File: config.mk
export PLATFORM = sky130hd
export DESIGN_NAME = multicycle_control
export DESIGN_NICKNAME = d
export VERILOG_FILES = /design/src/rtl/mips_mc_pkg.sv /design/src/rtl/multicycle_control.sv
export SDC_FILE = /design/constraint.sdc
export NUM_CORES = 1
export LEC_CHECK = 0
export BUFFER_PORTS_ARGS = -buffer_cell sky130_fd_sc_hd__buf_2
export CORE_ASPECT_RATIO = 0.75
export CORE_MARGIN = 2
export CORE_UTILIZATION = 30
export CTS_CLUSTER_DIAMETER = 200
export DETAILED_ROUTE_END_ITERATION = 10
export PLACE_DENSITY = 0.57
export SYNTH_ARGS = -nofsm -noshare
export SYNTH_HDL_FRONTEND = slang
export SYNTH_SLANG_ARGS = --single-unit
File: constraint.sdc
create_clock -name clk -period 1.6 [get_ports clk]
set_input_delay 0.24 -clock clk [delete_from_list [all_inputs] [get_ports clk]]
set_output_delay 0.24 -clock clk [all_outputs]
set_load 0.01 [all_outputs]
File: src/rtl/mips_mc_pkg.sv
// rtl/mips_mc_pkg.sv - shared opcode, state and datapath-select codes for the multicycle MIPS control
package mips_mc_pkg;

  localparam logic [5:0] OP_R    = 6'b000000;
  localparam logic [5:0] OP_LW   = 6'b100011;
  localparam logic [5:0] OP_SW   = 6'b101011;
  localparam logic [5:0] OP_BEQ  = 6'b000100;
  localparam logic [5:0] OP_BNE  = 6'b000101;
  localparam logic [5:0] OP_ADDI = 6'b001000;

  typedef enum logic [3:0] {
    ST_FETCH  = 4'd0,
    ST_DECODE = 4'd1,
    ST_MEMADR = 4'd2,
    ST_MEMRD  = 4'd3,
    ST_MEMWB  = 4'd4,
    ST_MEMWR  = 4'd5,
    ST_EXEC   = 4'd6,
    ST_ALUWB  = 4'd7,
    ST_BRANCH = 4'd8,
    ST_ADDIEX = 4'd9,
    ST_ADDIWB = 4'd10,
    ST_TRAP   = 4'd11
  } mc_state_t;

  localparam logic [1:0] ALUOP_ADD   = 2'b00;
  localparam logic [1:0] ALUOP_SUB   = 2'b01;
  localparam logic [1:0] ALUOP_FUNCT = 2'b10;

  localparam logic [1:0] SRCB_RT     = 2'b00;
  localparam logic [1:0] SRCB_FOUR   = 2'b01;
  localparam logic [1:0] SRCB_IMM    = 2'b10;
  localparam logic [1:0] SRCB_IMM_SL = 2'b11;

  localparam logic PCSRC_ALU    = 1'b0;
  localparam logic PCSRC_ALUOUT = 1'b1;

  function automatic logic is_supported(input logic [5:0] op);
    return (op == OP_R) || (op == OP_LW) || (op == OP_SW) ||
           (op == OP_BEQ) || (op == OP_BNE) || (op == OP_ADDI);
  endfunction

endpackage

File: src/rtl/multicycle_control.sv
// rtl/multicycle_control.sv - multicycle MIPS sequencer with memory handshake, illegal trap and retire counter
module multicycle_control
  import mips_mc_pkg::*;
#(
  parameter int CNT_W = 32
) (
  input  logic             clk,
  input  logic             rst,
  input  logic [5:0]       opcode,
  input  logic             mem_ready,
  output logic             PCWrite,
  output logic             Branch,
  output logic             BNE,
  output logic             IorD,
  output logic             MemRead,
  output logic             MemWrite,
  output logic             IRWrite,
  output logic             RegDst,
  output logic             MemtoReg,
  output logic             RegWrite,
  output logic             ALUSrcA,
  output logic [1:0]       ALUSrcB,
  output logic [1:0]       ALUOp,
  output logic             PCSrc,
  output logic             illegal,
  output logic [CNT_W-1:0] retired,
  output logic [3:0]       state
);

  mc_state_t        state_q, state_d;
  logic             illegal_q, illegal_d;
  logic [CNT_W-1:0] retired_q, retired_d;
  logic             retire;

  always_comb begin
    state_d   = state_q;
    illegal_d = illegal_q;
    retire    = 1'b0;
    case (state_q)
      ST_FETCH:  if (mem_ready) state_d = ST_DECODE;
      ST_DECODE: begin
        if (!is_supported(opcode)) begin
          state_d   = ST_TRAP;
          illegal_d = 1'b1;
        end else if (opcode == OP_R) begin
          state_d = ST_EXEC;
        end else if ((opcode == OP_LW) || (opcode == OP_SW)) begin
          state_d = ST_MEMADR;
        end else if ((opcode == OP_BEQ) || (opcode == OP_BNE)) begin
          state_d = ST_BRANCH;
        end else begin
          state_d = ST_ADDIEX;
        end
      end
      // The IR still holds the opcode, so LW/SW is re-decoded here.
      ST_MEMADR: state_d = (opcode == OP_LW) ? ST_MEMRD : ST_MEMWR;
      ST_MEMRD:  if (mem_ready) state_d = ST_MEMWB;
      ST_MEMWB: begin
        state_d = ST_FETCH;
        retire  = 1'b1;
      end
      ST_MEMWR: begin
        if (mem_ready) begin
          state_d = ST_FETCH;
          retire  = 1'b1;
        end
      end
      ST_EXEC:   state_d = ST_ALUWB;
      ST_ALUWB: begin
        state_d = ST_FETCH;
        retire  = 1'b1;
      end
      ST_BRANCH: begin
        state_d = ST_FETCH;
        retire  = 1'b1;
      end
      ST_ADDIEX: state_d = ST_ADDIWB;
      ST_ADDIWB: begin
        state_d = ST_FETCH;
        retire  = 1'b1;
      end
      ST_TRAP:   state_d = ST_TRAP;
      default:   state_d = ST_FETCH;
    endcase
    retired_d = retire ? (retired_q + CNT_W'(1)) : retired_q;
  end

  always_ff @(posedge clk or posedge rst) begin
    if (rst) begin
      state_q   <= ST_FETCH;
      illegal_q <= 1'b0;
      retired_q <= '0;
    end else begin
      state_q   <= state_d;
      illegal_q <= illegal_d;
      retired_q <= retired_d;
    end
  end

  // Moore decode of state; FETCH's IRWrite/PCWrite follow mem_ready, and rst blanks everything.
  always_comb begin
    PCWrite  = 1'b0;
    Branch   = 1'b0;
    BNE      = 1'b0;
    IorD     = 1'b0;
    MemRead  = 1'b0;
    MemWrite = 1'b0;
    IRWrite  = 1'b0;
    RegDst   = 1'b0;
    MemtoReg = 1'b0;
    RegWrite = 1'b0;
    ALUSrcA  = 1'b0;
    ALUSrcB  = SRCB_RT;
    ALUOp    = ALUOP_ADD;
    PCSrc    = PCSRC_ALU;
    if (!rst) begin
      case (state_q)
        ST_FETCH: begin
          MemRead = 1'b1;
          ALUSrcB = SRCB_FOUR;
          IRWrite = mem_ready;
          PCWrite = mem_ready;
        end
        ST_DECODE: ALUSrcB = SRCB_IMM_SL;
        ST_MEMADR: begin
          ALUSrcA = 1'b1;
          ALUSrcB = SRCB_IMM;
        end
        ST_MEMRD: begin
          MemRead = 1'b1;
          IorD    = 1'b1;
        end
        ST_MEMWB: begin
          MemtoReg = 1'b1;
          RegWrite = 1'b1;
        end
        ST_MEMWR: begin
          MemWrite = 1'b1;
          IorD     = 1'b1;
        end
        ST_EXEC: begin
          ALUSrcA = 1'b1;
          ALUOp   = ALUOP_FUNCT;
        end
        ST_ALUWB: begin
          RegDst   = 1'b1;
          RegWrite = 1'b1;
        end
        ST_BRANCH: begin
          ALUSrcA = 1'b1;
          ALUOp   = ALUOP_SUB;
          Branch  = 1'b1;
          PCSrc   = PCSRC_ALUOUT;
          BNE     = (opcode == OP_BNE);
        end
        ST_ADDIEX: begin
          ALUSrcA = 1'b1;
          ALUSrcB = SRCB_IMM;
        end
        ST_ADDIWB: RegWrite = 1'b1;
        default: ;
      endcase
    end
  end

  assign illegal = illegal_q;
  assign retired = retired_q;
  assign state   = state_q;

endmodule

# ---- After elaboration in Yosys (flattened, before gate mapping)
# Cells that the tools add are included.
dict set report classes {
  muxes 35
  addsub 1
  reduce_logical 17
  bitwise_logic 1
  eq_ne 19
}
# cell count
set ops {}
lappend ops {{32-bit by 1-bit adder with 32-bit output, second input constant} 1}
lappend ops {{4-bit one-hot mux with 8 select lines} 1}
lappend ops {{4-bit two-way mux} 6}
lappend ops {{1-bit two-way mux} 22}
lappend ops {{4-bit by 3-bit equality test with 1-bit output, second input constant} 4}
lappend ops {{4-bit equality test, second input constant} 4}
lappend ops {{6-bit by 3-bit equality test with 1-bit output, second input constant} 2}
lappend ops {{6-bit equality test, second input constant} 2}
lappend ops {{4-bit by 2-bit equality test with 1-bit output, second input constant} 2}
lappend ops {{4-bit OR reduction} 2}
lappend ops {{1-bit logical OR} 7}
lappend ops {{6-bit by 4-bit equality test with 1-bit output, second input constant} 1}
lappend ops {{6-bit logical NOT} 1}
lappend ops {{2-bit inequality test, second input constant} 3}
lappend ops {{2-bit one-hot mux with 3 select lines} 1}
lappend ops {{2-bit OR reduction} 3}
lappend ops {{4-bit by 1-bit equality test with 1-bit output, second input constant} 1}
lappend ops {{4-bit logical NOT} 1}
lappend ops {{2-bit two-way mux} 2}
lappend ops {{2-bit one-hot mux with 2 select lines} 1}
lappend ops {{3-bit two-way mux} 1}
lappend ops {{3-bit AND reduction} 1}
lappend ops {{3-bit OR reduction} 1}
lappend ops {{1-bit one-hot mux with 2 select lines} 1}
lappend ops {{2 further kinds} 2}
dict set report word_totals {
  reg_bits 37
  output_inout_bits 53
  in_bits 9
  word_cells 76
}

# ---- Longest topological paths before layout
dict set report depth {
  depth_word 8
  mapped_depth 7
  depth_no_buf 5
}

# ---- Worst setup path after synthesis
# Ideal clock, no wire load.
dict set report synth_path {
  path_type {in2out}
  startpoint {in rst}
  endpoint {out MemtoReg}
  path_buffers 0
  required_time_ns 1.360
  arrival_ns 1.591
  path_stages 3
  path_slack_ns -0.231
  path_cell_list {inv_1 nand2_1 nor3_1}
}
dict set report synth_via {
  elab_chain_cells 1
}
# element line
set synth_lines {}
lappend synth_lines {{start: declaration} multicycle_control.sv:8} ;# input logic rst,
lappend synth_lines {{1-bit two-way mux} multicycle_control.sv:116} ;# if (!rst) begin
lappend synth_lines {{end: declaration} multicycle_control.sv:19} ;# output logic MemtoReg,
# No other way between the ends.

# ---- Final worst setup path
dict set report layout_path {
  startpoint {reg state_q[1], in the netlist state[1]}
  endpoint {out BNE}
}
dict set report layout_via {
  elab_chain_cells 3
}
# element line
set layout_lines {}
lappend layout_lines {{start: declaration} multicycle_control.sv:30} ;# mc_state_t state_q, state_d;
lappend layout_lines {{start signal: assignment} multicycle_control.sv:94} ;# state_q <= state_d;
lappend layout_lines {{4-bit equality test} multicycle_control.sv:117} ;# case (state_q)
lappend layout_lines {{1-bit two-way mux} multicycle_control.sv:117}
lappend layout_lines {{1-bit two-way mux} multicycle_control.sv:116}
lappend layout_lines {{end: declaration} multicycle_control.sv:13} ;# output logic BNE,
# No other way between the ends.

==> impl_metrics.ini <==
[timing]
least_margin_pin_slew_ns = 0.477
finalSetupViolCount = 25
clock-skew-final_ns = 0.0112
setup_total_negative_slack_ns = -1.91
unrepaired_setup_endpoints_after_global_routing = yes
timing.final.hold_violations = 0
worst_slew_margin_relative_to_its_limit = 0.682
fin_crit_sh = 1.12
post-route-min-period_ns = 1.79
final.setup.worst_slack_ns = -0.185
final-max-slew-violation-count = 0
fmax_mhz = 560

[synth]
postSynthAreaPerCell_sq_um = 9.45
synth_top_area_cell = dfrtp_1
synth_top_cells_by_area = dfrtp_1 (46%), xnor2_1 (7.8%), xor2_1 (6.0%), nand2_1 (3.9%), nor2_1 (3.1%)
post_synth_most_frequent_cells = dfrtp_1 (37), nand2_1 (21), xnor2_1 (18)
ys.warnings.count = 0
yosys_most_used_dff = dfrtp_1
postSynthNetCount = 225
synth_top_area_share = 0.456
post_synth_edffs = 0
synth.most_common_cell = dfrtp_1
synth_seq_area_share = 0.456
post_synth_num_cell_types = 40
synth_seq_cells = 37
netlist_instances = 215
postSynth.asyncResetShare = 1.00
synth_area_sq_mm = 0.00203

[worst_setup_path]
worst-endpoint-arrival_ns = 1.55
critical_path.startpoint_type = register
critical-path-top-cell-by-count = buf_6
timing.critical_path.cells = buf_6 > buf_6 > nor4_4 > and3_1 > buf_2
worst_setup_path_end_kind = output port
critPathMaxStageDelay_ns = 0.41
worst_path_max_delay_cell = dfrtp_1
worstPathRequired_ns = 1.36
critPathBufInv = 3
cpLargestDelayFamily = simple AND/OR/NAND/NOR gates
crit_type = reg -> out
critical_path.max_fanout = 4

[place]
io_buffer_count = 61
preCtsSetupSlack_ns = -0.199
gp_routability_congestion = 0.832
hpwlAfterDp_um = 4000
placedCellCount = 407

[global_routing]
grt_overflow_total = 0
antenna_found_initial = 0
global_route_wire_length_before_repair_um = 9190
grt_use_total = 0.154
grt_pass1_vias = 1879
grt_max_degree = 38

[final_layout]
final_util = 0.541
drive_above_1_share = 0.550
area_growth_pct = 70.8
fillers = 574
fin_cells = 428
fin_nets = 356
num_antenna_cells = 0

[floorplan]
floorplan.io_pins = 62
floorplan.rows = 25
die_h_um = 75.3
fp.dieArea_sq_mm = 0.00745
initial_utilization = 0.317
die_width_um = 99.0
core-area_sq_mm = 0.00641

[route]
totalWireLength_um = 5900
route.detailed.wl_per_inst_um = 13.8
number_of_remaining_drc_errors = 0
antenna_violating_nets_post_route = 0
total_via_count_in_the_routed_design = 2039
first_iter_violations = 108
drt_first_pass_iters = 4
routed_via_density = 4.76

[flow_run]
max_cap_viol_count = 0

[power]
switchingPower_mw = 1.65
cellLeakagePower_nw = 1.81
power.share.combinational = 0.568
internal_power_mw = 2.53
pwr-share-seq = 0.278
max-vdd-ir-drop_mv = 0.693
netSwitchingFraction = 0.394
clockPowerShare = 0.153
power.density_mw_per_mm2 = 1200

[clock_tree]
clk_transition_reported_paths_ns = 0.07
tritoncts = yes
cts-hold-fix-buffers = 0
cts_inserted_buffers = 5
ctsHtreeMaxLevel = 2
clkSinkCount = 37
clockRootBuffer = clkbuf_8
clock_latency_ns = 0.29
cts_buffer_depth = 2

[hold_path]
holdCritPathClass = in -> async

[run_status]
violations_in_the_final_reports = setup timing
status = finished, violations left
[path summary, 6_finish.rpt]
path                       startpoint           to  slack, ns  cells past startpoint
max                          state[1]          BNE      -0.19                      5
min                               rst  retired[25]       0.21                      3
max reg2reg                  state[0]  retired[27]      -0.08                      7
min reg2reg                   illegal      illegal       0.47                      1
max in group asynchronous         rst   retired[2]       1.02                      3
min in group clk            mem_ready     state[2]       0.39                      5
[registers in the layout (all words and copies together), names as in the netlist]
register,cells
illegal,1
retired,32
state,4
[through the flow]
| stage | hold slack (ns) | area, sq um | power, mW |
|---|---|---|---|
| 2_1_floorplan | 0.206 | 2090 | 2.09 |
| 5_1_grt | 0.276 | 3470 | 4.46 |
| 4_1_cts | 0.213 | 3150 | 3.80 |
| 3_3_place_gp | 0.451 | 2900 | 2.90 |
| 6_report | 0.208 | 3470 | 4.17 |
| 3_5_place_dp | 0.450 | 2900 | 2.91 |
[layout by cell type, fill, tap and decap left out, types with 2 or more instances in the layout]
master | synthesis | layout
nor2_4 | 0 | 4
or2_4 | 0 | 2
and4b_1 | 2 | 2
buf_6 | 0 | 18
nor2b_4 | 0 | 2
buf_2 | 1 | 59
nor2_1 | 17 | 8
a21oi_1 | 3 | 3
dfrtp_1 | 37 | 33
and2_1 | 5 | 5
nand2b_1 | 6 | 3
or3_1 | 4 | 3
nor4_4 | 0 | 8
clkbuf_8 | 0 | 5
o21a_1 | 2 | 2
nand3_1 | 12 | 8
buf_4 | 5 | 54
nor2_2 | 0 | 5
clkbuf_1 | 5 | 2
nor3_2 | 0 | 2
xor2_1 | 14 | 14
buf_12 | 0 | 2
and3_1 | 4 | 4
nand3_2 | 0 | 3
buf_8 | 0 | 2
dfrtp_2 | 0 | 4
and4_4 | 0 | 2
inv_1 | 3 | 2
xnor2_1 | 18 | 17
nand4_1 | 10 | 10
nand2b_4 | 0 | 3
nand2_1 | 21 | 20
o21ai_0 | 6 | 5
[power groups by stage]
| stage | logic [mW] | registers [mW] | clock network, mW |
|---|---|---|---|
| after detailed placement | 1.73 | 1.17 | 0 |
| final | 2.37 | 1.16 | 0.640 |
| after floorplan | 0.855 | 1.24 | 0 |
| after global placement | 1.73 | 1.17 | 0 |
| after global routing | 2.57 | 1.18 | 0.705 |
| after CTS | 1.98 | 1.16 | 0.654 |
[repair_timing]
action,4_1_cts,5_1_grt
gates cloned,0,1
gates resized for setup,32,52
pin swaps,10,33
setup buffers,5,10
setup endpoints to repair,26,48
[worst reg2reg max path, cell delays in order (launching register included)]
cell     delay, ns
dfrtp_2       0.46
buf_6         0.14
nor2_4        0.12
o21a_1        0.22
nor2_4        0.07
buf_8         0.16
nor4b_4       0.23
xor2_1        0.20
[kinds of logic after synthesis]
kind of cell / after synthesis / synth area share
buf+inv: 14 / 0.0357
xor+xnor: 32 / 0.138
fa+ha+maj: 1 / 0.00616
flops: 37 / 0.456
simple gates: 108 / 0.286
compound gates: 23 / 0.0782
[metal layers]
metal | track usage | wire (um)
met5 | 0 | 0
met4 | 0.0365 | 23
met3 | 0.0344 | 309
met2 | 0.234 | 2700
met1 | 0.226 | 2870
[final cells by class]
type                    count  area (sq um)  area share
clock buffers               7          76.3      0.0220
inverters                   3          15.0     0.00433
flip-flops and latches     37           931       0.268
well taps                  81           101      0.0292
repair buffers            135           973       0.280
clock inverters             1          5.00     0.00144
multi-input cells         164          1370       0.394
(Power assumes the default switching activity.)
